$ cat config.mk
export PLATFORM = sky130hd
export DESIGN_NAME = fxp_mul_pipe
export DESIGN_NICKNAME = d
export VERILOG_FILES = /design/src/rtl/fxp_mul_pipe.sv
export SDC_FILE = /design/constraint.sdc
export NUM_CORES = 1
export LEC_CHECK = 0
export ABC_AREA = 1
export CAP_MARGIN = 20
export CORE_ASPECT_RATIO = 1.1
export CORE_UTILIZATION = 25
export DETAILED_ROUTE_END_ITERATION = 8
export MAX_ROUTING_LAYER = met4
export PLACE_DENSITY = 0.41
export SLEW_MARGIN = 0
export SYNTH_ARGS = -nofsm -noshare
export SYNTH_HDL_FRONTEND = slang
export SYNTH_SLANG_ARGS = --single-unit
$ cat constraint.sdc
create_clock -name clk -period 6.55 [get_ports clk]
set_input_delay 1.6375 -clock clk [delete_from_list [all_inputs] [get_ports clk]]
set_output_delay 1.6375 -clock clk [all_outputs]
set_load 0.02 [all_outputs]
$ cat src/rtl/fxp_mul_pipe.sv
// fxp_mul_pipe: pipelined signed fixed-point multiplier with per-beat Q formats.
//   Computes c = a*b re-aligned from (num_frac_a + num_frac_b) to num_frac_c
//   fractional bits, with truncate/round-half-up and wrap/saturate per beat.
//   The whole pipeline advances together under valid/ready flow control.
// Ports:
//   clk, rst                  clock, synchronous active-high reset
//   in_valid / in_ready       input handshake (in_ready is combinational)
//   a, b                      signed operands (WA, WB bits)
//   num_frac_a/_b/_c          per-beat fractional bit counts (WF bits, unsigned)
//   round_en, sat_en          per-beat rounding and saturation modes
//   out_valid / out_ready     output handshake
//   c, ovf                    signed result (WC bits) and overflow flag
// Latency: a beat accepted at a rising edge is presented PIPE edges later
//   (input rank, product rank, PIPE-1 result ranks). Throughput 1 beat/cycle.
module fxp_mul_pipe #(
    parameter int unsigned WA   = 14,
    parameter int unsigned WB   = 14,
    parameter int unsigned WC   = 29,
    parameter int unsigned PIPE = 3,
    parameter int unsigned WF   = 8
) (
    input  logic                 clk,
    input  logic                 rst,
    input  logic                 in_valid,
    output logic                 in_ready,
    input  logic signed [WA-1:0] a,
    input  logic signed [WB-1:0] b,
    input  logic        [WF-1:0] num_frac_a,
    input  logic        [WF-1:0] num_frac_b,
    input  logic        [WF-1:0] num_frac_c,
    input  logic                 round_en,
    input  logic                 sat_en,
    output logic                 out_valid,
    input  logic                 out_ready,
    output logic signed [WC-1:0] c,
    output logic                 ovf
);

    localparam int unsigned WP  = WA + WB;          // full product width
    localparam int unsigned WS  = WF + 2;           // signed alignment shift width
    localparam int unsigned WX  = WP + WC + 2;      // headroom for left shift by up to WC
    localparam int unsigned SHW = $clog2(WX + 1);   // shift amount width
    localparam int unsigned NR  = PIPE - 1;         // result ranks incl. output rank

    localparam logic signed [WX-1:0] ONE_X  = WX'(1);
    localparam logic signed [WX-1:0] C_MAX  = {{(WX-WC+1){1'b0}}, {(WC-1){1'b1}}};
    localparam logic signed [WX-1:0] C_MIN  = {{(WX-WC+1){1'b1}}, {(WC-1){1'b0}}};
    localparam logic        [WC-1:0] SAT_HI = {1'b0, {(WC-1){1'b1}}};
    localparam logic        [WC-1:0] SAT_LO = {1'b1, {(WC-1){1'b0}}};

    logic adv;

    // Stage 1: captured operands, formats and modes
    logic                 s1_v;
    logic signed [WA-1:0] s1_a;
    logic signed [WB-1:0] s1_b;
    logic        [WF-1:0] s1_fa;
    logic        [WF-1:0] s1_fb;
    logic        [WF-1:0] s1_fc;
    logic                 s1_rnd;
    logic                 s1_sat;

    // Stage 2: full-precision product and signed alignment shift
    logic                 s2_v;
    logic signed [WP-1:0] s2_p;
    logic signed [WS-1:0] s2_s;
    logic                 s2_rnd;
    logic                 s2_sat;

    // Alignment / rounding / range logic feeding the first result rank
    logic signed [31:0]   s_wide;
    logic signed [31:0]   neg;
    logic signed [WX-1:0] pe;
    logic signed [WX-1:0] rnd_add;
    logic signed [WX-1:0] v;
    logic        [SHW-1:0] rsh;
    logic        [SHW-1:0] lsh;
    logic signed [WC-1:0] c_nx;
    logic                 ovf_nx;

    // Result ranks; the last one drives the outputs
    logic        [NR-1:0] r_v;
    logic signed [WC-1:0] r_c   [NR];
    logic                 r_ovf [NR];

    // Whole pipeline moves only when the output slot is free or being drained
    assign adv       = ~out_valid | out_ready;
    assign in_ready  = adv;
    assign out_valid = r_v[NR-1];
    assign c         = r_c[NR-1];
    assign ovf       = r_ovf[NR-1];

    // Stage valid bits
    always_ff @(posedge clk) begin
        if (rst) begin
            s1_v <= 1'b0;
            s2_v <= 1'b0;
        end else if (adv) begin
            s1_v <= in_valid;
            s2_v <= s1_v;
        end
    end

    // Stage 1/2 payload; contents of invalid stages are don't-care
    always_ff @(posedge clk) begin
        if (adv) begin
            s1_a   <= a;
            s1_b   <= b;
            s1_fa  <= num_frac_a;
            s1_fb  <= num_frac_b;
            s1_fc  <= num_frac_c;
            s1_rnd <= round_en;
            s1_sat <= sat_en;
            s2_p   <= WP'(s1_a) * WP'(s1_b);
            s2_s   <= $signed({2'b00, s1_fa}) + $signed({2'b00, s1_fb})
                    - $signed({2'b00, s1_fc});
            s2_rnd <= s1_rnd;
            s2_sat <= s1_sat;
        end
    end

    // Align product to the output format.
    // Right shifts clamp at WP: beyond that the result is already 0 / -1 (0 when rounding).
    // Left shifts clamp at WC: any nonzero product is then out of range and its
    // low WC bits are zero, so both ovf and the wrapped value stay exact.
    always_comb begin
        s_wide  = 32'(s2_s);
        neg     = -s_wide;
        pe      = WX'(s2_p);
        rsh     = '0;
        lsh     = '0;
        rnd_add = '0;
        v       = pe;
        if (s_wide > 0) begin
            rsh     = (s_wide >= WP) ? SHW'(WP) : SHW'(s_wide);
            rnd_add = s2_rnd ? (ONE_X << (rsh - SHW'(1))) : '0;
            v       = (pe + rnd_add) >>> rsh;
        end else if (s_wide < 0) begin
            lsh = (neg >= WC) ? SHW'(WC) : SHW'(neg);
            v   = pe <<< lsh;
        end
        ovf_nx = (v > C_MAX) || (v < C_MIN);
        if (ovf_nx && s2_sat) begin
            c_nx = v[WX-1] ? SAT_LO : SAT_HI;
        end else begin
            c_nx = v[WC-1:0];
        end
    end

    // Result ranks: first captures the aligned result, the rest retime it
    always_ff @(posedge clk) begin
        if (rst) begin
            r_v <= '0;
            for (int i = 0; i < int'(NR); i++) begin
                r_c[i]   <= '0;
                r_ovf[i] <= 1'b0;
            end
        end else if (adv) begin
            r_v[0]   <= s2_v;
            r_c[0]   <= c_nx;
            r_ovf[0] <= ovf_nx;
            for (int i = 1; i < int'(NR); i++) begin
                r_v[i]   <= r_v[i-1];
                r_c[i]   <= r_c[i-1];
                r_ovf[i] <= r_ovf[i-1];
            end
        end
    end

endmodule

==> flow_summary_export.csv <==
group,metric,value,unit
pwr,peakVddDrop,0.422,mV
clocking,clock_sinks,158,
hold_path,hold-path-cell-count,0,
floorplan,start_util,0.253,
sta,timing.final.crit_share,0.945,
logic_synthesis,synth_area_leaders,"nand2_1 (19%), edfxtp_1 (18%), fa_1 (15%), nand3_1 (11%), inv_1 (10%)",
placement,globalplace.congestion,0.954,
sta,setup_viol,0,
floorplan,die_h,343,µm
sta,setup_tns,0,ns
sta,maxSlewHeadroom,0.353,
worst_setup_path,r2r-start,"s2_s[6]$_DFFE_PP_",
hold_path,hold_path_class,"reg -> reg",
worst_setup_path,reg2reg_to,"r_c[0][25]$_SDFFCE_PN0P_",
worst_setup_path,critPathRequiredTime,6.88,ns
worst_setup_path,cpMaxStageDelayCell,"a311oi_1",
routing,first_pass_iters,5,
hold_path,min_from,"s1_sat$_DFFE_PP_",
global_routing,grt.total_usage,0.195,
clocking,ctsHoldBuffers,0,
finish,nFillCells,11800,
floorplan,dieArea,107000,µm²
worst_setup_path,cp-start-kind,"flop",
routing,ant_nets,0,
global_routing,grt_pass1_vias,25900,
logic_synthesis,syn-cell-area,26400,µm²
floorplan,rows,124,
sta,fin_skew,0.0169,ns
worst_setup_path,r2r_slack,0.36,ns
floorplan,fp.coreArea,104000,µm²
sta,grt_setup_unrepaired,"false",
global_routing,gr-total-overflow,0,
logic_synthesis,ys.warnings.count,0,
worst_setup_path,rr_worst_depth,37,
logic_synthesis,synth_top_cell_by_area,"nand2_1",
routing,viasPerCell,4.62,
routing,avgRoutedWirePerCell,18.1,µm
hold_path,min_to,"s2_sat$_DFFE_PP_",
worst_setup_path,cp_slowest_stage_delay,0.55,ns
logic_synthesis,synth_top_area_frac,0.185,
placement,dp.cells,5561,
floorplan,io-pin-count,90,
logic_synthesis,syn-instance-count,4077,
clocking,clock_path_buffers,2,
sta,hold_ws,0.427,ns
finish,final_nets,4624,
worst_setup_path,crit_fanout,5,
global_routing,grt_first_pass_wirelength,155000,µm
sta,slew_viol_final,0,
run,cap_violations,0,
sta,fin_crit,6.19,ns
global_routing,grt_max_degree,70,
pwr,cellPowerDensity,508,nW/µm²
finish,drive_gt1_frac,0.0778,
clocking,clk_pin_slew,0.07,ns
logic_synthesis,seq_area_frac_synth,0.178,
routing,drt_iter0_markers,1903,
logic_synthesis,synth_ff_type,"edfxtp_1",
global_routing,antenna_found_initial,0,
worst_setup_path,critPathKind,"reg -> reg",
pwr,p_total,15.5,mW
placement,place_hpwl,84400,µm
logic_synthesis,avgSynthCellArea,6.48,µm²
sta,hold_violations,0,
logic_synthesis,synth_edf_count,154,
sta,timing.fmax,161,MHz
finish,antenna_cells,0,
routing,drcViolationCount,0,
routing,drt_wl_total,101000,µm
clocking,h-tree-depth,4,
logic_synthesis,synth.distinct_cells,59,
clocking,cts_tree,"yes",
worst_setup_path,end_kind,"flop",
routing,num_vias,26000,
floorplan,die_w,312,µm
logic_synthesis,async_flop_share,0,
pwr,p_leak,15.7,nW
finish,area_growth,15.4,%
sta,tightestPinTransition,0.970,ns
logic_synthesis,ys_ff_latch,158,
placement,place.port_buffers,89,
clocking,cts_inserted_buffers,17,
finish,layout.cells.non_filler,5616,
run_status,status,"completed",
clocking,clk_latency,0.48,ns
worst_setup_path,critical_path_arrival,6.52,ns
worst_setup_path,cp_common_cell,"nand2_1",
clocking,root_buffer,"clkbuf_16",
[kinds of logic (layout without fill, tap and decap cells)]
logic type                 after synthesis  count (layout)  share of synthesized area
other                                    1              30                   0.000142
buffers and inverters                  906            1030                      0.138
muxes                                    7               7                    0.00265
DFF                                    158             158                      0.178
and+or+nand+nor                       2260            2260                      0.365
AOI/OAI and AO/OA                      325             325                     0.0692
xor gates and xnor gates                71              71                     0.0238
adders and majority gates              349             349                      0.223
[synthesized netlist by cell type (6+ instances only)]
library cell and count:
nand4_1 58, xor2_1 45, nand2_1 1303, or2_2 16
fa_1 204, nand3b_1 6, inv_1 723, buf_2 31
clkbuf_1 80, o21bai_1 7, ha_1 145, o21ai_1 7
buf_1 13, nor2_2 6, nor2_4 8, and3_1 6
mux2i_1 7, inv_2 7, nor3_1 25, o221ai_1 6
a31oi_1 16, o21ai_0 92, nand3_1 561, edfxtp_1 154
buf_4 40, nor4_1 6, xnor2_1 25, nor2_1 246
a21oi_1 154
[power by group]
group          switching (mW)  internal (mW)
logic                    7.68           4.67
registers               0.378           1.79
clock network           0.469          0.495
total                    8.53           6.95
[stage by stage]
stage               cell area, µm²  utilization  setup WS (ns)
finish                       30500        0.292          0.358
global route                 30500        0.292        0.00593
CTS                          30000        0.288          0.144
detailed placement           29500        0.283          0.173
global placement             29500        0.283          0.227
floorplan                    26500            -          0.531
[cell usage in the layout (no fill, tap or decap), drive strengths merged, types with 6 or more instances in the layout]
cell,synthesis,final
clkinv,4,9
o21ai,100,100
ha,145,145
xnor2,26,26
fa,204,204
nor2,262,262
o21bai,7,7
nand3,565,565
clkbuf,80,19
buf,89,170
edfxtp,154,154
nor4,6,6
or2,16,16
clkdlybuf4s50,0,89
nor3,26,26
a31oi,16,16
o221ai,6,6
a21oi,154,154
xor2,45,45
inv,733,740
conb,1,30
nand2,1311,1311
mux2i,7,7
and3,6,6
nand4,58,58
nand3b,6,6
[how the worst max path moves through the flow]
stage,start,endpoint,slack [ns],cells past startpoint
5_1_grt,s2_s[6]$_DFFE_PP_,r_c[0][21]$_SDFFCE_PN0P_,0.006,43
2_1_floorplan,s1_b[4]$_DFFE_PP_,s2_p[25]$_DFFE_PP_,0.53,24
4_1_cts,s1_a[3]$_DFFE_PP_,s2_p[24]$_DFFE_PP_,0.14,23
3_5_place_dp,s1_a[3]$_DFFE_PP_,s2_p[24]$_DFFE_PP_,0.17,23
6_report,s2_s[6]$_DFFE_PP_,r_c[0][25]$_SDFFCE_PN0P_,0.36,37
3_3_place_gp,s1_a[4]$_DFFE_PP_,s2_p[25]$_DFFE_PP_,0.23,25
[worst max-delay path: cells and delay by family, from the launching register on]
kind | cells | cell delay [ns]
XOR/XNOR | 1 | 0.17
flip-flops | 1 | 0.45
AO/OA/AOI/OAI | 5 | 1.26
adder cells (fa/ha/maj) | 1 | 0.34
buffers and inverters | 11 | 1.51
multiplexers | 1 | 0.17
AND/OR/NAND/NOR | 18 | 2.14
[flip-flops by register name, indices dropped and copies added (netlist names)]
name	cells
s2_v	1
s2_rnd	1
s1_sat	1
s1_v	1
s2_sat	1
s2_p	28
s1_b	14
s1_fa	8
s1_fb	8
r_v	2
r_c	58
s2_s	10
s1_fc	8
r_ovf	2
s1_a	14
s1_rnd	1
[final cells by class]
cell class / instances / area, µm² / area share
Multi-Input combinational cell: 3042 / 18400 / 0.604
Timing Repair Buffer: 261 / 2300 / 0.0756
Sequential cell: 158 / 4700 / 0.154
Clock inverter: 15 / 129 / 0.00423
Clock buffer: 17 / 425 / 0.0140
Tap cell: 1386 / 1730 / 0.0569
Inverter: 737 / 2780 / 0.0911
[layer usage]
metal	part of all wire	up-vias	wire length [µm]	track usage
met2	0.47	551	48200	0.325
met4	0.030	0	3000	0.0585
met1	0.46	12200	46800	0.250
li1	-	13100	-	-
met3	0.034	109	3490	0.0160
met5	0	-	0	-
[repair_timing]
item / in CTS / in global routing
setup buffers: 0 / 21
setup endpoints to repair: 0 / 37
gates resized for setup: 0 / 68
(Power assumes the default switching activity.)
